[config.mk]
export PLATFORM = sky130hd
export DESIGN_NAME = jogo_memoria_fluxo_dados_param
export DESIGN_NICKNAME = d
export VERILOG_FILES = /design/src/rtl/jogo_memoria_pkg.sv /design/src/rtl/ram_sync_param.sv /design/src/rtl/jogo_memoria_fluxo_dados_param.sv
export SDC_FILE = /design/constraint.sdc
export NUM_CORES = 1
export LEC_CHECK = 0
export CORE_MARGIN = 2
export CORE_UTILIZATION = 45
export CTS_BUF_LIST = sky130_fd_sc_hd__clkbuf_8
export DETAILED_ROUTE_END_ITERATION = 16
export GPL_TIMING_DRIVEN = 0
export PLACE_DENSITY = 0.67
export SLEW_MARGIN = 20
export SYNTH_ARGS = -nofsm -noshare
export SYNTH_HDL_FRONTEND = slang
export SYNTH_HIERARCHICAL = 1
export SYNTH_SLANG_ARGS = --single-unit
[constraint.sdc]
create_clock -name clock -period 4.75 [get_ports clock]
set_clock_uncertainty 0.2 [all_clocks]
set_input_delay 0.95 -clock clock [delete_from_list [all_inputs] [get_ports clock]]
set_output_delay 0.95 -clock clock [all_outputs]
set_load 0.01 [all_outputs]
[src/rtl/jogo_memoria_pkg.sv]
// Purpose : shared constants, boot-time sequence table and helpers for the memory-game datapath.
// Latency : n/a (package only).
// Backpressure: n/a.
// Contents: default N_BOTOES/DEPTH/TIMEOUT, SEQ_INIT (sequence loaded into the RAM at
//           elaboration), seq_word() table lookup, one_hot() validity check.
package jogo_memoria_pkg;

  localparam int N_BOTOES_DEF = 4;
  localparam int DEPTH_DEF    = 16;
  localparam int TIMEOUT_DEF  = 5000;

  // Built-in game sequence; memories deeper than the table repeat it.
  localparam int SEQ_LEN = 16;
  localparam logic [3:0] SEQ_INIT [SEQ_LEN] = '{
    4'b0100, 4'b0010, 4'b1000, 4'b0001,
    4'b0010, 4'b0100, 4'b0001, 4'b1000,
    4'b0100, 4'b0001, 4'b0010, 4'b1000,
    4'b0001, 4'b0100, 4'b1000, 4'b0010
  };

  // Table entry for RAM address idx, zero-extended to 32 bits.
  function automatic logic [31:0] seq_word(input int idx);
    logic [3:0] k;
    k = 4'(idx);
    return {28'd0, SEQ_INIT[k]};
  endfunction

  // True when exactly one bit is set.
  function automatic logic one_hot(input logic [31:0] v);
    return (v != 32'd0) && ((v & (v - 32'd1)) == 32'd0);
  endfunction

endpackage

[src/rtl/ram_sync_param.sv]
// Purpose : DEPTH x W sequence RAM, synchronous read, read-before-write on same address.
// Latency : read data 1 cycle after address; written data readable from the following cycle.
// Backpressure: none; one access per cycle, writes masked while reset is high.
// Ports   : clock, reset (clears only the read register), we/addr/wdata write port, rdata.
module ram_sync_param
  import jogo_memoria_pkg::*;
#(
  parameter int W      = N_BOTOES_DEF,
  parameter int DEPTH  = DEPTH_DEF,
  parameter int ADDR_W = $clog2(DEPTH)
) (
  input  logic              clock,
  input  logic              reset,
  input  logic              we,
  input  logic [ADDR_W-1:0] addr,
  input  logic [W-1:0]      wdata,
  output logic [W-1:0]      rdata
);

  typedef logic [W-1:0] mem_t [DEPTH];

  function automatic mem_t init_mem();
    mem_t m;
    for (int i = 0; i < DEPTH; i++) begin
      m[i] = W'(seq_word(i));
    end
    return m;
  endfunction

  // Contents come from the elaborated image and survive reset.
  mem_t mem = init_mem();

  always_ff @(posedge clock) begin
    if (we && !reset) begin
      mem[addr] <= wdata;
    end
  end

  // Separate process samples the pre-write value, giving read-before-write.
  always_ff @(posedge clock) begin
    if (reset) begin
      rdata <= '0;
    end else begin
      rdata <= mem[addr];
    end
  end

endmodule

[src/rtl/jogo_memoria_fluxo_dados_param.sv]
// Purpose : parametrised memory-game datapath (address/sequence counters, move register,
//           sequence RAM, move edge detect, per-move timeout) driven by the control unit.
// Latency : comparators combinational; RAM read, jogada_feita and counters 1 cycle.
// Backpressure: none; strobes act every cycle they are high (reset > zera_* > conta_*/registra_r).
// Ports   : clock/reset, botoes, limite, zera_*/conta_*/registra_r/escreve_m strobes in;
//           status flags, timeout flags and db_* debug buses out.
// Config  : define JOGO_TIMEOUT_EN to build the timeout counter; otherwise timeout outputs are 0.
module jogo_memoria_fluxo_dados_param
  import jogo_memoria_pkg::*;
#(
  parameter int N_BOTOES = N_BOTOES_DEF,
  parameter int DEPTH    = DEPTH_DEF,
  parameter int ADDR_W   = $clog2(DEPTH),
  parameter int TIMEOUT  = TIMEOUT_DEF,
  parameter int T_W      = $clog2(TIMEOUT)
) (
  input  logic                clock,
  input  logic                reset,
  input  logic [N_BOTOES-1:0] botoes,
  input  logic [ADDR_W-1:0]   limite,
  input  logic                zera_e,
  input  logic                conta_e,
  input  logic                zera_s,
  input  logic                conta_s,
  input  logic                zera_r,
  input  logic                registra_r,
  input  logic                escreve_m,
  input  logic                zera_t,
  input  logic                conta_t,
  output logic                igual,
  output logic                jogada_valida,
  output logic                endereco_igual_sequencia,
  output logic                endereco_maior_sequencia,
  output logic                fim_e,
  output logic                fim_s,
  output logic                tem_jogada,
  output logic                jogada_feita,
  output logic                timeout,
  output logic                timeout_led,
  output logic [ADDR_W-1:0]   db_endereco,
  output logic [ADDR_W-1:0]   db_sequencia,
  output logic [N_BOTOES-1:0] db_jogada,
  output logic [N_BOTOES-1:0] db_memoria
);

  logic [ADDR_W-1:0]   endereco;
  logic [ADDR_W-1:0]   sequencia;
  logic [N_BOTOES-1:0] jogada;
  logic [N_BOTOES-1:0] mem_dado;
  logic                tem_jogada_prev;

  // Address counter: wraps naturally because DEPTH is a power of two.
  always_ff @(posedge clock) begin
    if (reset || zera_e) begin
      endereco <= '0;
    end else if (conta_e) begin
      endereco <= endereco + 1'b1;
    end
  end

  always_ff @(posedge clock) begin
    if (reset || zera_s) begin
      sequencia <= '0;
    end else if (conta_s) begin
      sequencia <= sequencia + 1'b1;
    end
  end

  // Move register; clear beats load.
  always_ff @(posedge clock) begin
    if (reset || zera_r) begin
      jogada <= '0;
    end else if (registra_r) begin
      jogada <= botoes;
    end
  end

  ram_sync_param #(
    .W      (N_BOTOES),
    .DEPTH  (DEPTH),
    .ADDR_W (ADDR_W)
  ) u_ram (
    .clock (clock),
    .reset (reset),
    .we    (escreve_m),
    .addr  (endereco),
    .wdata (jogada),
    .rdata (mem_dado)
  );

  assign tem_jogada = |botoes;

  // Rising-edge detector; pulse is registered so it lands one cycle after the press.
  // zera_s clears the history so a button still held at the start of a round re-arms.
  always_ff @(posedge clock) begin
    if (reset) begin
      tem_jogada_prev <= 1'b0;
      jogada_feita    <= 1'b0;
    end else begin
      tem_jogada_prev <= zera_s ? 1'b0 : tem_jogada;
      jogada_feita    <= tem_jogada & ~tem_jogada_prev;
    end
  end

`ifdef JOGO_TIMEOUT_EN
  logic [T_W-1:0] tcount;

  // Saturates at the last count so timeout holds until explicitly cleared.
  always_ff @(posedge clock) begin
    if (reset || zera_t || zera_r) begin
      tcount <= '0;
    end else if (conta_t && (tcount != T_W'(TIMEOUT - 1))) begin
      tcount <= tcount + 1'b1;
    end
  end

  assign timeout     = (tcount == T_W'(TIMEOUT - 1));
  assign timeout_led = (tcount >= T_W'(TIMEOUT - TIMEOUT / 10));
`else
  logic unused_timeout_ctrl;
  assign unused_timeout_ctrl = zera_t ^ conta_t;
  assign timeout     = 1'b0;
  assign timeout_led = 1'b0;
`endif

  assign igual                    = (mem_dado == jogada);
  assign jogada_valida            = one_hot(32'(jogada));
  assign endereco_igual_sequencia = (endereco == sequencia);
  assign endereco_maior_sequencia = (endereco > sequencia);
  assign fim_e                    = (endereco == limite);
  assign fim_s                    = (sequencia == limite);

  assign db_endereco  = endereco;
  assign db_sequencia = sequencia;
  assign db_jogada    = jogada;
  assign db_memoria   = mem_dado;

endmodule

==> summary.json, run 1 <==
{
  "maxClockFrequency_ghz": 0.281,
  "floorplan.die_area_mm2": 0.00850,
  "cp_slowest_cell": "clkdlybuf4s50_1",
  "number_of_enable_flip_flop_cells_after_synthesis": 64,
  "cts_root_buf": "clkbuf_8",
  "post_synth_instance_area_mm2": 0.00350,
  "cts_post_setup_buffers_inserted": 0,
  "die_w_um": 92.2,
  "drc": 0,
  "number_of_global_route_vias_before_repair": 2085,
  "register_area_mm2": 0.00228,
  "yosysSeqAreaShare": 0.652,
  "setup_violating_endpoint_count_in_the_final_report": 0,
  "cp_num_buf_inv": 2,
  "hold_viol_final": 0,
  "synth-compound-area-share": 0.0250,
  "gpl.final_weighted_congestion": 0.763,
  "crit_chain": "clkdlybuf4s50_1 > xor2_1 > nor4_2 > clkdlybuf4s50_1",
  "critical_path.startpoint_type": "input port",
  "slew_headroom": 0.460,
  "post_cts_hold_buffer_count": 0,
  "cp_top_family": "buffers and inverters",
  "drt_iter0_markers": 114,
  "timing_worst_setup_path_type": "in -> out",
  "chipHeight_um": 92.2,
  "detailedRoute.firstPassIterationCount": 4,
  "numClockSinks": 82,
  "drt.antenna.violating_nets": 0,
  "core_area_mm2": 0.00765,
  "synthesis.yosys.warnings": 6,
  "gr-usage-all-layers": 0.173,
  "crit_arrival_ns": 2.41,
  "synth_simple_gate_area_share": 0.0915,
  "holdCritStartpoint": "tem_jogada_prev",
  "synth_seq_cells": 82,
  "maxCapViolCount": 0,
  "dr_total_vias": 2057,
  "ys.flop_type": "edfxtp_1",
  "area_growth_pct": 20.7,
  "critical_path_max_stage_delay_ns": 0.57,
  "static_leakage_uw": 0.00143,
  "routed_length_per_placed_instance_um": 17.7,
  "fill_cells": 610,
  "numPortBuffers": 39,
  "setup_tns_ns": 0,
  "netlist.area_leader.share": 0.549,
  "synth-async-reset-ratio": 0,
  "syn-instance-count": 230,
  "netlist-cell-type-count": 36,
  "critical_path_depth": 4,
  "grt_max_degree": 22,
  "hold_path_depth": 1,
  "hold_ws_ns": 0.192,
  "yosysMostFrequentCell": "edfxtp_1",
  "rows": 32,
  "worst-slew-pin-transition_ns": 0.808,
  "drive_gt1_frac": 0.140,
  "cts-root-to-sink-buffers": 2,
  "hpwlAfterDp_um": 4710,
  "dominant_combinational_cell_family_by_area_after_synthesis": "multiplexers",
  "cp_dominant_cell_by_count": "clkdlybuf4s50_1",
  "worstSetupEndpointType": "primary output",
  "irDropWorstVdd_uv": 185,
  "cts_tree": "done",
  "timing.final.crit_share": 0.750,
  "cts_resized": 0,
  "worstRegToRegCells": 5,
  "drt-total-wl_um": 6870,
  "synth_common_cells": "64 x edfxtp_1, 18 x dfxtp_1, 18 x mux2i_1, 17 x nor3_1",
  "post_synth_main_area_contributors": "edfxtp_1 55%, dfxtp_1 10%, mux4_2 6.4%, mux2i_1 5.1%, xor2_1 3.8%",
  "worstHoldEndpoint": "jogada_feita",
  "first_pass_grt_wire_length_um": 11000,
  "worst_skew_pair.late_latency_ns": 0.35,
  "cts-htree-levels": 3,
  "num-nets-final": 306,
  "worstPathMaxFanout": 2,
  "post_synth_xor_area_fraction": 0.0476,
  "synth.mux.area_fraction": 0.134,
  "cts_inserted_buffers": 9,
  "multiInputGateArea_mm2": 0.00113,
  "floorplan.io_pins": 45,
  "worstPathRequired_ns": 3.60,
  "initial_core_util": 0.458,
  "avgSynthCellArea_um2": 15.2,
  "grt_setup_unrepaired": "no",
  "timing_max_transition_violations_final": 0,
  "status": "finished clean",
  "clkSlewWorstSetupHoldPaths_ns": 0.09,
  "global_route.overflow_total": 0,
  "finalWorstPathRequiredPeriod_ns": 3.56,
  "pwr_density_cell_mw_per_mm2": 328,
  "worstReg2RegStart": "db_endereco[0]",
  "num_antenna_cells": 0,
  "synthAdderAreaFrac": 0.0215,
  "reg2reg_slack_ns": 2.26,
  "number_of_antenna_violations_at_the_first_check_in_global_routing": 0,
  "min-delay-path-class": "reg -> reg",
  "route.detailed.vias_per_inst": 5.30,
  "synth_top_area_cell": "edfxtp_1",
  "worstReg2RegEnd": "u_ram/mem[1][2]"
}
## layout make-up
type | instances | area share
buffer | 12 | 0.0181
multi-input combinational | 132 | 0.267
timing repair buffer | 39 | 0.0924
inverter | 5 | 0.00444
clock buffer | 10 | 0.0326
sequential | 82 | 0.540
clock inverter | 6 | 0.0151
tap | 102 | 0.0302
## power by group
group | total (uW) | internal, uW | leakage (uW) | switching [uW]
Sequential | 786 | 774 | 0.000748 | 12.1
Clock | 507 | 257 | 0.000100 | 250
Combinational | 90.7 | 51.0 | 0.000580 | 39.7
## cells in the final DEF (no fill, tap or decap), types with 8 or more instances in the layout
master	n
nor3_1	17
clkdlybuf4s50_1	39
nand2_1	8
nor2_1	15
mux4_2	10
clkbuf_8	10
edfxtp_1	64
xor2_1	15
mux2i_1	18
dfxtp_1	18
## sequential cells by signal (all words and copies together) (netlist names)
| name | cells |
|---|---|
| u_ram/rdata | 4 |
| db_jogada | 4 |
| jogada_feita | 1 |
| db_sequencia | 4 |
| u_ram/mem | 64 |
| tem_jogada_prev | 1 |
| db_endereco | 4 |
## stage by stage
step | util | worst slack [ns] | instances | power (uW) | instance area, um2
6_report | 0.552 | 1.19 | 388 | 1380 | 4220
5_1_grt | 0.552 | 0.999 | 388 | 1430 | 4220
4_1_cts | 0.552 | 1.16 | 388 | 1390 | 4220
3_5_place_dp | 0.526 | 1.18 | 372 | 894 | 4020
3_3_place_gp | 0.526 | 1.18 | 372 | 892 | 4020
2_1_floorplan | - | 2.14 | 231 | 845 | 3500
## worst max path at each step
stage / startpoint / slack (ns) / endpoint
final: limite[1] / 1.19 / fim_s
after global routing: botoes[3] / 1.0 / tem_jogada
after CTS: limite[1] / 1.16 / fim_e
after detailed placement: limite[1] / 1.18 / fim_e
after global placement: limite[1] / 1.18 / fim_s
after floorplan: botoes[3] / 2.14 / tem_jogada
## metal layers
metal | share of wire | GRT usage | wire (um)
met5 | 0 | 0 | 0
met4 | 0.0080 | 0.0535 | 55
met3 | 0.054 | 0.0485 | 372
met2 | 0.46 | 0.271 | 3130
met1 | 0.48 | 0.236 | 3310
## kinds of logic (layout without fill, tap and decap cells)
family          count (synthesis)  in the layout
compound gates                 14             14
buf+inv                        17             72
xor+xnor                       19             19
other cells                     1              2
mux                            31             31
flops                          82             82
simple gates                   60             60
fa+ha+maj                       6              6
Power figures use the tool's default switching activity.
==> run 2, diff against run 1 <==
PLACE_DENSITY = 0.7   (was 0.67)
clock period = 3.2 ns   (was 4.75 ns; I/O delays follow)
==> run 2 against run 1 <==
Hold slack worse by 0.0015 ns. Clock power up 28%. First-iteration DRC count up 0.88%. Power up 41%. Sequential power up 49%. Setup slack worse by 1.0 ns. Via count up 0.24%.
==> summary.json, run 2 (synthesis gave the netlist of run 1 again) <==
{
  "hpwlAfterDp_um": 4630,
  "setup_tns_ns": 0,
  "maxClockFrequency_ghz": 0.332,
  "routed_length_per_placed_instance_um": 16.9,
  "num-nets-final": 306,
  "timing_worst_setup_path_type": "reg -> out",
  "cts-htree-levels": 3,
  "largest-register": "u_ram/mem",
  "cts_root_buf": "clkbuf_8",
  "drt_iter0_markers": 115,
  "pwr_density_cell_mw_per_mm2": 464,
  "final_area_mm2": 0.00420,
  "chipHeight_um": 92.2,
  "drt.antenna.violating_nets": 0,
  "initial_core_util": 0.458,
  "numPortBuffers": 39,
  "reg2reg_slack_ns": 0.72,
  "irDropWorstVdd_uv": 209,
  "critical_path.startpoint_type": "flop",
  "crit_arrival_ns": 2.17,
  "num_antenna_cells": 0,
  "finalWorstPathRequiredPeriod_ns": 3.01,
  "grt_max_degree": 22,
  "detailedRoute.firstPassIterationCount": 4,
  "cp_top_family": "buffers and inverters",
  "hold_viol_final": 0,
  "drive_gt1_frac": 0.140,
  "critical_path_max_stage_delay_ns": 0.59,
  "die_w_um": 92.2,
  "slew_headroom": 0.461,
  "timing_max_transition_violations_final": 0,
  "static_leakage_uw": 0.00142,
  "worstPathRequired_ns": 2.36,
  "timing.final.crit_share": 0.942,
  "flip_flop_count_of_the_largest_register_after_layout": 64,
  "placed_cells": 372,
  "gr-usage-all-layers": 0.171,
  "number_of_antenna_violations_at_the_first_check_in_global_routing": 0,
  "final_cell_count_no_fill": 388,
  "worst-slew-pin-transition_ns": 0.807,
  "cts_resized": 0,
  "floorplan.die_area_mm2": 0.00850,
  "crit_chain": "inv_1 > ha_1 > and4_1 > a21oi_1 > clkdlybuf4s50_1",
  "status": "finished clean",
  "cts_inserted_buffers": 9,
  "number_of_global_route_vias_before_repair": 2165,
  "floorplan.io_pins": 45,
  "numClockSinks": 82,
  "most_common_library_cell_in_the_layout_ignoring_fill_and_taps": "edfxtp_1",
  "maxCapViolCount": 0,
  "min-delay-path-class": "reg -> reg",
  "worst_skew_pair.late_latency_ns": 0.34,
  "drt-total-wl_um": 6560,
  "post_cts_hold_buffer_count": 0,
  "gpl.final_weighted_congestion": 0.808,
  "worstSetupEndpointType": "primary output",
  "cts_post_setup_buffers_inserted": 0,
  "cts-root-to-sink-buffers": 2,
  "core_area_mm2": 0.00765,
  "global_route.overflow_total": 0,
  "worstPathMaxFanout": 9,
  "drc": 0,
  "rows": 32,
  "first_pass_grt_wire_length_um": 10800,
  "dp_area_mm2": 0.00402,
  "route.detailed.vias_per_inst": 5.31,
  "setup_violating_endpoint_count_in_the_final_report": 0,
  "cts_tree": "done",
  "grt_setup_unrepaired": "no",
  "clkSlewWorstSetupHoldPaths_ns": 0.07,
  "final_cell_mix": "64 x edfxtp_1, 39 x clkdlybuf4s50_1, 18 x mux2i_1",
  "cp_slowest_cell": "dfxtp_1",
  "dr_total_vias": 2062,
  "cp_num_buf_inv": 2,
  "area_growth_pct": 19.9
}
run 2: cell count changes in the layout (fill, tap and decap cells not counted), sizes merged:
cell      before  now
inv            6    7
clkinvlp       1    2
bufinv         1    0
clkinv         3    2
run 2: path summary, 6_finish.rpt:
kind / from / end / cells after the start
worst max-delay path: db_endereco[0] / endereco_maior_sequencia / 5
worst min-delay path: tem_jogada_prev / jogada_feita / 1
worst max register to register: db_endereco[0] / u_ram/mem[1][2] / 5
worst min register to register: tem_jogada_prev / jogada_feita / 1
run 2: stage by stage:
stage	hold WS, ns	total power (uW)	utilization	worst slack, ns
finish	0.190	1950	0.549	0.185
CTS	0.194	1970	0.549	0.130
detailed placement	0.183	1330	0.526	0.239
global route	0.197	2020	0.549	0.00793
global placement	0.178	1320	0.526	0.252
floorplan	0.173	1250	-	1.02
run 2: cell type report:
type | instances | area, um2
inverters | 5 | 18.8
multi-input cells | 132 | 1130
clock buffers | 10 | 138
fillers | 626 | 3450
clock inverters | 6 | 36.3
plain buffers | 12 | 76.3
well taps | 102 | 128
repair buffers | 39 | 390
flip-flops and latches | 82 | 2280
run 2: report_power, final:
part	internal, uW	switching (uW)
Sequential	1150	17.4
Clock	297	351
Combinational	75.5	57.4
run 2: routing by layer:
metal	vias up	global-route usage	routed length [um]
met4	0	0.0796	90
met5	-	0	0
met2	73	0.267	3050
met3	8	0.0444	338
li1	975	-	-
met1	1006	0.224	3090
